File: src/rtl/axi_mem_arbiter_if.sv
// Bundle between the two requesters, the arbiter and the AXI master.
// slave: arbiter side; master: requester/master side.
interface axi_mem_arbiter_if;
    logic        d_req;
    logic        d_rw;
    logic [31:0] d_addr;
    logic [31:0] d_wdata;
    logic [3:0]  d_wstrb;
    logic        d_ack;
    logic [31:0] d_rdata;
    logic        i_req;
    logic [31:0] i_addr;
    logic        i_ack;
    logic [31:0] i_rdata;
    logic        mst_start;
    logic        mst_rw;
    logic [31:0] mst_addr;
    logic [31:0] mst_wdata;
    logic [3:0]  mst_wstrb;
    logic        mst_done;
    logic [31:0] mst_rdata;
    logic        mst_busy;
    logic        owner;
    logic        arb_busy;

    modport slave (
        input  d_req, d_rw, d_addr, d_wdata, d_wstrb,
        output d_ack, d_rdata,
        input  i_req, i_addr,
        output i_ack, i_rdata,
        output mst_start, mst_rw, mst_addr,
        output mst_wdata, mst_wstrb,
        input  mst_done, mst_rdata, mst_busy,
        output owner, arb_busy
    );

    modport master (
        output d_req, d_rw, d_addr, d_wdata, d_wstrb,
        input  d_ack, d_rdata,
        output i_req, i_addr,
        input  i_ack, i_rdata,
        input  mst_start, mst_rw, mst_addr,
        input  mst_wdata, mst_wstrb,
        output mst_done, mst_rdata, mst_busy,
        input  owner, arb_busy
    );
endinterface

File: src/rtl/axi_mem_arbiter.sv
// Two-port arbiter (data / fetch) in front of a single-outstanding
// AXI master: data priority with a fetch starvation guard.
module axi_mem_arbiter #(
    parameter int unsigned MAX_STARVE = 4,
    parameter int unsigned STARVE_W   = 3
) (
    input  logic             clk,
    input  logic             rst_n,
    axi_mem_arbiter_if.slave bus
);

    typedef enum logic {IDLE, WAIT} state_e;

    localparam logic [STARVE_W-1:0] MAX_S =
        STARVE_W'(MAX_STARVE);

    state_e              state_q, state_d;
    logic [STARVE_W-1:0] starve_q, starve_d;
    logic                start_q, start_d;
    logic                rw_q, rw_d;
    logic [31:0]         addr_q, addr_d;
    logic [31:0]         wdata_q, wdata_d;
    logic [3:0]          wstrb_q, wstrb_d;
    logic                owner_q, owner_d;
    logic                d_ack_q, d_ack_d;
    logic                i_ack_q, i_ack_d;
    logic [31:0]         d_rdata_q, d_rdata_d;
    logic [31:0]         i_rdata_q, i_rdata_d;

    logic d_elig;
    logic i_elig;
    logic pick_i;
    logic grant;

    // A port acked this cycle is masked so it can drop req cleanly.
    assign d_elig = bus.d_req && !d_ack_q;
    assign i_elig = bus.i_req && !i_ack_q;
    assign pick_i = i_elig &&
                    (!d_elig || (starve_q >= MAX_S));
    assign grant  = (d_elig || i_elig) && !bus.mst_busy;

    // Next-state: grant in IDLE, complete on mst_done in WAIT.
    always_comb begin
        state_d   = state_q;
        starve_d  = starve_q;
        start_d   = 1'b0;
        rw_d      = rw_q;
        addr_d    = addr_q;
        wdata_d   = wdata_q;
        wstrb_d   = wstrb_q;
        owner_d   = owner_q;
        d_ack_d   = 1'b0;
        i_ack_d   = 1'b0;
        d_rdata_d = d_rdata_q;
        i_rdata_d = i_rdata_q;
        unique case (state_q)
            IDLE: begin
                if (grant) begin
                    state_d = WAIT;
                    start_d = 1'b1;
                    owner_d = pick_i;
                    if (pick_i) begin
                        rw_d     = 1'b0;
                        addr_d   = bus.i_addr;
                        wdata_d  = '0;
                        wstrb_d  = '0;
                        starve_d = '0;
                    end else begin
                        rw_d    = bus.d_rw;
                        addr_d  = bus.d_addr;
                        wdata_d = bus.d_wdata;
                        wstrb_d = bus.d_wstrb;
                        if (!i_elig)
                            starve_d = '0;
                        else if (starve_q < MAX_S)
                            starve_d = starve_q + 1'b1;
                    end
                end
            end
            WAIT: begin
                if (bus.mst_done) begin
                    state_d = IDLE;
                    if (owner_q) begin
                        i_ack_d   = 1'b1;
                        i_rdata_d = bus.mst_rdata;
                    end else begin
                        d_ack_d = 1'b1;
                        if (!rw_q)
                            d_rdata_d = bus.mst_rdata;
                    end
                end
            end
        endcase
    end

    // State and registered outputs; reset abandons any transaction.
    always_ff @(posedge clk or negedge rst_n) begin
        if (!rst_n) begin
            state_q   <= IDLE;
            starve_q  <= '0;
            start_q   <= 1'b0;
            rw_q      <= 1'b0;
            addr_q    <= '0;
            wdata_q   <= '0;
            wstrb_q   <= '0;
            owner_q   <= 1'b0;
            d_ack_q   <= 1'b0;
            i_ack_q   <= 1'b0;
            d_rdata_q <= '0;
            i_rdata_q <= '0;
        end else begin
            state_q   <= state_d;
            starve_q  <= starve_d;
            start_q   <= start_d;
            rw_q      <= rw_d;
            addr_q    <= addr_d;
            wdata_q   <= wdata_d;
            wstrb_q   <= wstrb_d;
            owner_q   <= owner_d;
            d_ack_q   <= d_ack_d;
            i_ack_q   <= i_ack_d;
            d_rdata_q <= d_rdata_d;
            i_rdata_q <= i_rdata_d;
        end
    end

    assign bus.d_ack     = d_ack_q;
    assign bus.d_rdata   = d_rdata_q;
    assign bus.i_ack     = i_ack_q;
    assign bus.i_rdata   = i_rdata_q;
    assign bus.mst_start = start_q;
    assign bus.mst_rw    = rw_q;
    assign bus.mst_addr  = addr_q;
    assign bus.mst_wdata = wdata_q;
    assign bus.mst_wstrb = wstrb_q;
    assign bus.owner     = owner_q;
    assign bus.arb_busy  = (state_q == WAIT);

endmodule

File: src/flat_wrapper.sv
// flat-port wrapper written by rule: the top's interface ports become plain ports
module axi_mem_arbiter_flat 
#(
    parameter int unsigned MAX_STARVE = 4,
    parameter int unsigned STARVE_W   = 3
)
  (clk, rst_n, bus_d_req, bus_d_rw, bus_d_addr, bus_d_wdata, bus_d_wstrb, bus_d_ack, bus_d_rdata, bus_i_req, bus_i_addr, bus_i_ack, bus_i_rdata, bus_mst_start, bus_mst_rw, bus_mst_addr, bus_mst_wdata, bus_mst_wstrb, bus_mst_done, bus_mst_rdata, bus_mst_busy, bus_owner, bus_arb_busy);
  axi_mem_arbiter_if bus_i ();
  input  logic clk;
  input  logic rst_n;
  input wire logic [$bits(bus_i.d_req)-1:0] bus_d_req;
  input wire logic [$bits(bus_i.d_rw)-1:0] bus_d_rw;
  input wire logic [$bits(bus_i.d_addr)-1:0] bus_d_addr;
  input wire logic [$bits(bus_i.d_wdata)-1:0] bus_d_wdata;
  input wire logic [$bits(bus_i.d_wstrb)-1:0] bus_d_wstrb;
  output wire logic [$bits(bus_i.d_ack)-1:0] bus_d_ack;
  output wire logic [$bits(bus_i.d_rdata)-1:0] bus_d_rdata;
  input wire logic [$bits(bus_i.i_req)-1:0] bus_i_req;
  input wire logic [$bits(bus_i.i_addr)-1:0] bus_i_addr;
  output wire logic [$bits(bus_i.i_ack)-1:0] bus_i_ack;
  output wire logic [$bits(bus_i.i_rdata)-1:0] bus_i_rdata;
  output wire logic [$bits(bus_i.mst_start)-1:0] bus_mst_start;
  output wire logic [$bits(bus_i.mst_rw)-1:0] bus_mst_rw;
  output wire logic [$bits(bus_i.mst_addr)-1:0] bus_mst_addr;
  output wire logic [$bits(bus_i.mst_wdata)-1:0] bus_mst_wdata;
  output wire logic [$bits(bus_i.mst_wstrb)-1:0] bus_mst_wstrb;
  input wire logic [$bits(bus_i.mst_done)-1:0] bus_mst_done;
  input wire logic [$bits(bus_i.mst_rdata)-1:0] bus_mst_rdata;
  input wire logic [$bits(bus_i.mst_busy)-1:0] bus_mst_busy;
  output wire logic [$bits(bus_i.owner)-1:0] bus_owner;
  output wire logic [$bits(bus_i.arb_busy)-1:0] bus_arb_busy;
  assign bus_i.d_req = bus_d_req;
  assign bus_i.d_rw = bus_d_rw;
  assign bus_i.d_addr = bus_d_addr;
  assign bus_i.d_wdata = bus_d_wdata;
  assign bus_i.d_wstrb = bus_d_wstrb;
  assign bus_d_ack = bus_i.d_ack;
  assign bus_d_rdata = bus_i.d_rdata;
  assign bus_i.i_req = bus_i_req;
  assign bus_i.i_addr = bus_i_addr;
  assign bus_i_ack = bus_i.i_ack;
  assign bus_i_rdata = bus_i.i_rdata;
  assign bus_mst_start = bus_i.mst_start;
  assign bus_mst_rw = bus_i.mst_rw;
  assign bus_mst_addr = bus_i.mst_addr;
  assign bus_mst_wdata = bus_i.mst_wdata;
  assign bus_mst_wstrb = bus_i.mst_wstrb;
  assign bus_i.mst_done = bus_mst_done;
  assign bus_i.mst_rdata = bus_mst_rdata;
  assign bus_i.mst_busy = bus_mst_busy;
  assign bus_owner = bus_i.owner;
  assign bus_arb_busy = bus_i.arb_busy;
  axi_mem_arbiter #(.MAX_STARVE(MAX_STARVE), .STARVE_W(STARVE_W)) u_core (.clk(clk), .rst_n(rst_n), .bus(bus_i));
endmodule
File: config.mk
export PLATFORM = sky130hd
export DESIGN_NAME = axi_mem_arbiter_flat
export DESIGN_NICKNAME = d
export VERILOG_FILES = /design/src/rtl/axi_mem_arbiter_if.sv /design/src/rtl/axi_mem_arbiter.sv /design/src/flat_wrapper.sv
export SDC_FILE = /design/constraint.sdc
export NUM_CORES = 1
export LEC_CHECK = 0
export ABC_AREA = 1
export BUFFER_PORTS_ARGS = -buffer_cell sky130_fd_sc_hd__buf_2
export CORE_UTILIZATION = 42
export DETAILED_ROUTE_END_ITERATION = 16
export PLACE_DENSITY = 0.76
export SYNTH_ARGS = -nofsm -noshare
export SYNTH_HDL_FRONTEND = slang
export SYNTH_SLANG_ARGS = --single-unit
export TNS_END_PERCENT = 30
File: constraint.sdc
create_clock -name clk -period 1.3 [get_ports clk]
set_clock_uncertainty 0.1 [all_clocks]
set_input_delay 0 -clock clk [delete_from_list [all_inputs] [get_ports clk]]
set_output_delay 0 -clock clk [all_outputs]
set_load 0.05 [all_outputs]
### Yosys cells after proc, flatten, opt, wreduce, memory -nomap -nowiden

Cells that the tools add are included.

* ROM bits: 0
* latch bits: 0
* bits in writable memories: 0
* output and inout bits: 138
* memories kept: 0
* flip-flop bits (word level): 141
* input bits: 139

* mux-type cells: 17
* add/subtract/negate cells: 1
* equality and inequality tests: 1
* bitwise operators: 3
* shifts and indexed selects: 0
* $lt $le $gt $ge: 2
* reduce and logical (&&, ||, !) cells: 14
* multiply operators: 0
* div/mod/pow operators: 0

Operator list (number)
* 32-bit 2-to-1 mux: 2
* 1-bit 2-to-1 mux: 10
* 3-bit 2-to-1 mux: 3
* 3-bit AND reduction: 2
* 1-bit logical AND: 4
* 1-bit zero test: 4
* 4-bit 2-to-1 mux: 1
* 4-bit AND reduction: 1
* 3-bit by 1-bit adder with 3-bit output, second input constant: 1
* 3-bit >= comparator, second input constant: 1
* 3-bit < comparator, second input constant: 1
* 3-bit != test, second input constant: 1
* 1-bit inverter: 3
* 1-bit logical OR: 2
* 1-bit case mux with 2 select lines: 1
* 2-bit AND reduction: 1

### Longest topological paths before layout

* depth after elaboration: 7
* depth in mapped cells: 8
* gate-level depth less buffers: 7

### Least setup slack after synthesis

OpenSTA, ideal clock, no wires.

* path type: register -> register
* start point: register u_core.d_ack_q (netlist: u_core.bus.d_ack)
* end point: register u_core.state_q (netlist: u_core.bus.arb_busy)
* library setup time: 0.130 ns
* arrival time: 1.372 ns
* setup slack: -0.302 ns
* buffers on the path: 2
* clock period less this slack: 1.602 ns
* stages on the path, launching flop included: 8
* cells stage by stage: dfrtp_1 -> inv_1 -> nand2_1 -> nand2_1 -> nand3_2 -> buf_4 -> buf_2 -> o21ai_0

* longest elaborated chain between the ends: 6

RTL lines
* start: declaration: line axi_mem_arbiter.sv:25 `logic d_ack_q, d_ack_d;`
* start signal: assignment: line axi_mem_arbiter.sv:120 `d_ack_q <= d_ack_d;`
* 1-bit zero test: line axi_mem_arbiter.sv:36 `assign d_elig = bus.d_req && !d_ack_q;`
* 1-bit logical AND: line axi_mem_arbiter.sv:36
* 1-bit logical OR: line axi_mem_arbiter.sv:40 `assign grant = (d_elig || i_elig) && !bus.mst_busy;`
* 1-bit logical AND: line axi_mem_arbiter.sv:40
* 1-bit 2-to-1 mux: line axi_mem_arbiter.sv:58 `if (grant) begin`
* 1-bit case mux with 2 select lines: line axi_mem_arbiter.sv:56 `unique case (state_q)`
* via u_core.state_d: line axi_mem_arbiter.sv:17 `state_e state_q, state_d;`
* end signal: assignment: line axi_mem_arbiter.sv:112 `state_q <= state_d;`
* end: declaration: line axi_mem_arbiter.sv:17

The timed path passes the listed nets, and every way through them passes these cells.
A chain may end at the register's enable or synchronous reset.

### Worst setup path after layout

* start point: register u_core.state_q (netlist: u_core.bus.arb_busy)
* end point: register u_core.addr_q[2] (netlist: u_core.bus.mst_addr[2])

* longest elaborated chain between the ends: 2

RTL lines
* 1-bit inverter (no source line)
* 2-bit AND reduction (no source line)
* end signal: assignment: line axi_mem_arbiter.sv:116 `addr_q <= addr_d;`
* end: declaration: line axi_mem_arbiter.sv:21 `logic [31:0] addr_q, addr_d;`

No other way between the ends.

==> metrics.txt <==
r2r setup slk=-0.13 ns; Leakage=5.698 nW; worst slew pin tran=0.2889 ns; met3 Use GR=6.062%; Synth Instances=713; Hold Crit Class=primary input to flop; M2 GR Usage=44.93%; headroom to the max-slew limit=80.87%; die width=121.1 µm; CP Launch Type=flop; htree depth=4; vias per cell=5.013; routed via count=6698; largest net degree at the start of global routing=55; multi-input logic area=0.001984 mm²; I/O Pins=277; FF+latch area=0.003535 mm²; total core area=0.01388 mm²; largest family of logic cells by synthesized area=simple AND/OR/NAND/NOR gates; Synthesis Warnings=0; Critical Path RT=1.54 ns; Max Freq=700.0 MHz; internal power=11.52 mW; PortBufs=276; worst ir drop on vdd=0.001673 V; met1 Usage GRT=30.33%; Placement Setup Slack=-0.09998 ns; Synth Area in Compound Gates=5.861%; status=finished, violations left; Critical Path Sink=u_core.bus.mst_addr[2]$_DFFE_PN0P_; Longest Clk Path Bufs=2; layout cells sized above 1=32.76%; WS Path Type=flop to flop; failing checks=negative setup slack; synthesis-to-layout area growth=69.05%; post-route ant nets=0; Congestion Overflow GR=0; max_cap viols=0; Synth cell types=15; Clock transition at path regs=0.06 ns; global route hottest layer=met2; Flop pwr share=30.8%; Gate power share=48.4%; CTS tree=built; simple-gate share of the synthesized area=24.87%; RR Startpoint=u_core.bus.arb_busy$_DFF_PN0_; estimated wirelength of the detail-placed design=11.34 mm; reg2reg end=u_core.bus.mst_addr[2]$_DFFE_PN0P_; FF+latch count, synth=141; Seq/Total Area, Yosys=59.24%; CTS Buf Count=17; Final nets=1282; syn_nets=853; XOR/XNOR Fraction of Synth Area=0%; gpl congestion=0.8211; maximum fanout along the worst path=8; clock share of power=20.8%; Clock Sinks=141; die area=0.01466 mm²; multiplexer share of the synthesized area=0%; global-route wire length before repair=30.44 mm; PwrDens=2221 mW/mm²; Synth Area per Inst=8.353 µm²; starting density of the core=42.91%; Arr. time, crit path=1.67 ns; root buf cell=clkbuf_16; total wire length=21.86 mm; Fill cells=924; worst hold margin=0.008322 ns; reported net switching power=10.85 mW; unrepaired setup endpoints after global routing=true; Final Max Slew Viols=0; Sw Share=48.51%; total track usage=26.96%; Final setup viols=72; DR WL/cell=16.36 µm; worst setup path startpoint=u_core.bus.arb_busy$_DFF_PN0_; initial DRC count=587; vias in the first global route=6395; Final Hold Vio Count=0; Worst setup EP type=flop; TritonRoute pass-1 iters=5; Reg2Reg Depth=7; Worst Slack Setup Final=-0.1285 ns; antenna violations before repair=2; fin crit share=109.9%; DRC viols=0; clock latency on the worst-skew pair=0.41 ns; row count=43; minimum clock period=1.428 ns; die height=121.1 µm; Synth Cell Area=0.005956 mm²; Post-Synth Adder-Cell Area=0.2101%
## sequential cells by signal (all words and copies together) (netlist names), 3 cells and up
signal	count
u_core.bus.i_rdata	32
u_core.bus.mst_wstrb	4
u_core.bus.mst_wdata	32
u_core.starve_q	3
u_core.bus.mst_addr	32
u_core.bus.d_rdata	32
## routing by layer
| metal | vias to the layer above | part of all wire, % |
|---|---|---|
| met5 | - | 0 |
| met4 | 0 | 6.1 |
| met3 | 128 | 7.8 |
| met2 | 410 | 49 |
| met1 | 3096 | 37 |
| li1 | 3064 | - |
## worst max-delay path, cell delays in order, from the launching register on
cell     delay [ns]
dfrtp_2        0.44
inv_4          0.08
nand2_2        0.06
a21oi_4        0.14
buf_12         0.17
buf_12         0.14
nand3_1        0.12
nand2_1        0.11
## layout by cell type, fill, tap and decap left out
cell type / instances
nor2_1: 2
a21oi_4: 1
nor2_2: 1
ha_1: 1
o21ai_2: 1
inv_1: 101
nand2_2: 9
dlygate4sd3_1: 138
dfrtp_2: 5
buf_4: 9
clkbuf_1: 5
o21ai_0: 50
buf_2: 274
buf_12: 13
clkinvlp_4: 2
nand3_2: 14
buf_8: 1
clkinv_2: 3
bufinv_16: 2
clkbuf_16: 24
inv_2: 3
buf_6: 8
diode_2: 2
nand2_4: 4
nand3_1: 92
clkbuf_8: 2
nand2_1: 234
o21ai_1: 17
inv_4: 1
nand3_4: 1
dfrtp_1: 136
## timing repair
action / 4_1_cts / 5_1_grt
endpoints found under the hold margin: 278 / 0
cloned: 0 / 12
pin swaps: 0 / 9
buffers inserted: 0 / 2
gates resized for setup: 4 / 44
hold buffers: 138 / 0
endpoints found under the setup margin: 72 / 129
## layout make-up
type                            instances  area share (%)
Antenna cell                            2         0.04971
Sequential cell                       141           35.11
Inverter                              105           3.939
Timing Repair Buffer                  450           33.38
Tap cell                              180           2.237
Multi-Input combinational cell        427           19.71
Clock inverter                          7          0.8947
Clock buffer                           24           4.685
## power by group through the flow
stage	Clock [mW]	Combinational, mW	Sequential (mW)
2_1_floorplan	0	1.75	12.4
3_3_place_gp	0	9.87	6.82
3_5_place_dp	0	10.0	6.83
4_1_cts	4.71	10.3	6.82
5_1_grt	4.94	11.4	7.05
6_report	4.65	10.8	6.89
## kinds of logic after synthesis
| group | count (synthesis) |
|---|---|
| compound gates | 69 |
| flops | 141 |
| buf+inv | 146 |
| fa+ha+maj | 1 |
| simple gates | 356 |
## per-stage QoR
| step | setup TNS (ns) | power (mW) | std cells | utilization [%] | instance area (µm²) |
|---|---|---|---|---|---|
| final | -3.960 | 22.37 | 1336 | 72.53 | 10070 |
| after global routing | -7.990 | 23.35 | 1336 | 72.53 | 10070 |
| after detailed placement | -4.840 | 16.87 | 1151 | 55.47 | 7700 |
| after CTS | -3.889 | 21.88 | 1320 | 69.60 | 9661 |
| after floorplan | -12.15 | 14.15 | 713 | - | 6020 |
| after global placement | -2.680 | 16.68 | 1151 | 55.47 | 7700 |
## cell usage after synthesis (all sizes together)
| master | n | area (µm²) |
|---|---|---|
| a21oi | 1 | 8.760 |
| buf | 29 | 145.1 |
| clkbuf | 12 | 45.04 |
| dfrtp | 141 | 3528 |
| ha | 1 | 12.51 |
| inv | 105 | 394.1 |
| nand2 | 247 | 929.7 |
| nand3 | 106 | 540.5 |
| nor2 | 3 | 11.26 |
| o21ai | 68 | 340.3 |
## how the worst min path moves through the flow
stage                                                to       from  cells after the start  slack, ns
finish                     u_core.bus.owner$_DFFE_PN0P_  bus_d_req                      5      0.008
global route               u_core.bus.owner$_DFFE_PN0P_  bus_d_req                      5       0.04
CTS                      u_core.bus.mst_start$_DFF_PN0_  bus_d_req                      4       0.02
detailed placement  u_core.bus.mst_addr[16]$_DFFE_PN0P_      rst_n                      1      -0.23
global placement    u_core.bus.mst_addr[16]$_DFFE_PN0P_      rst_n                      1      -0.23
floorplan                 u_core.bus.arb_busy$_DFF_PN0_      rst_n                      0      -0.40
Power figures use the tool's default switching activity.
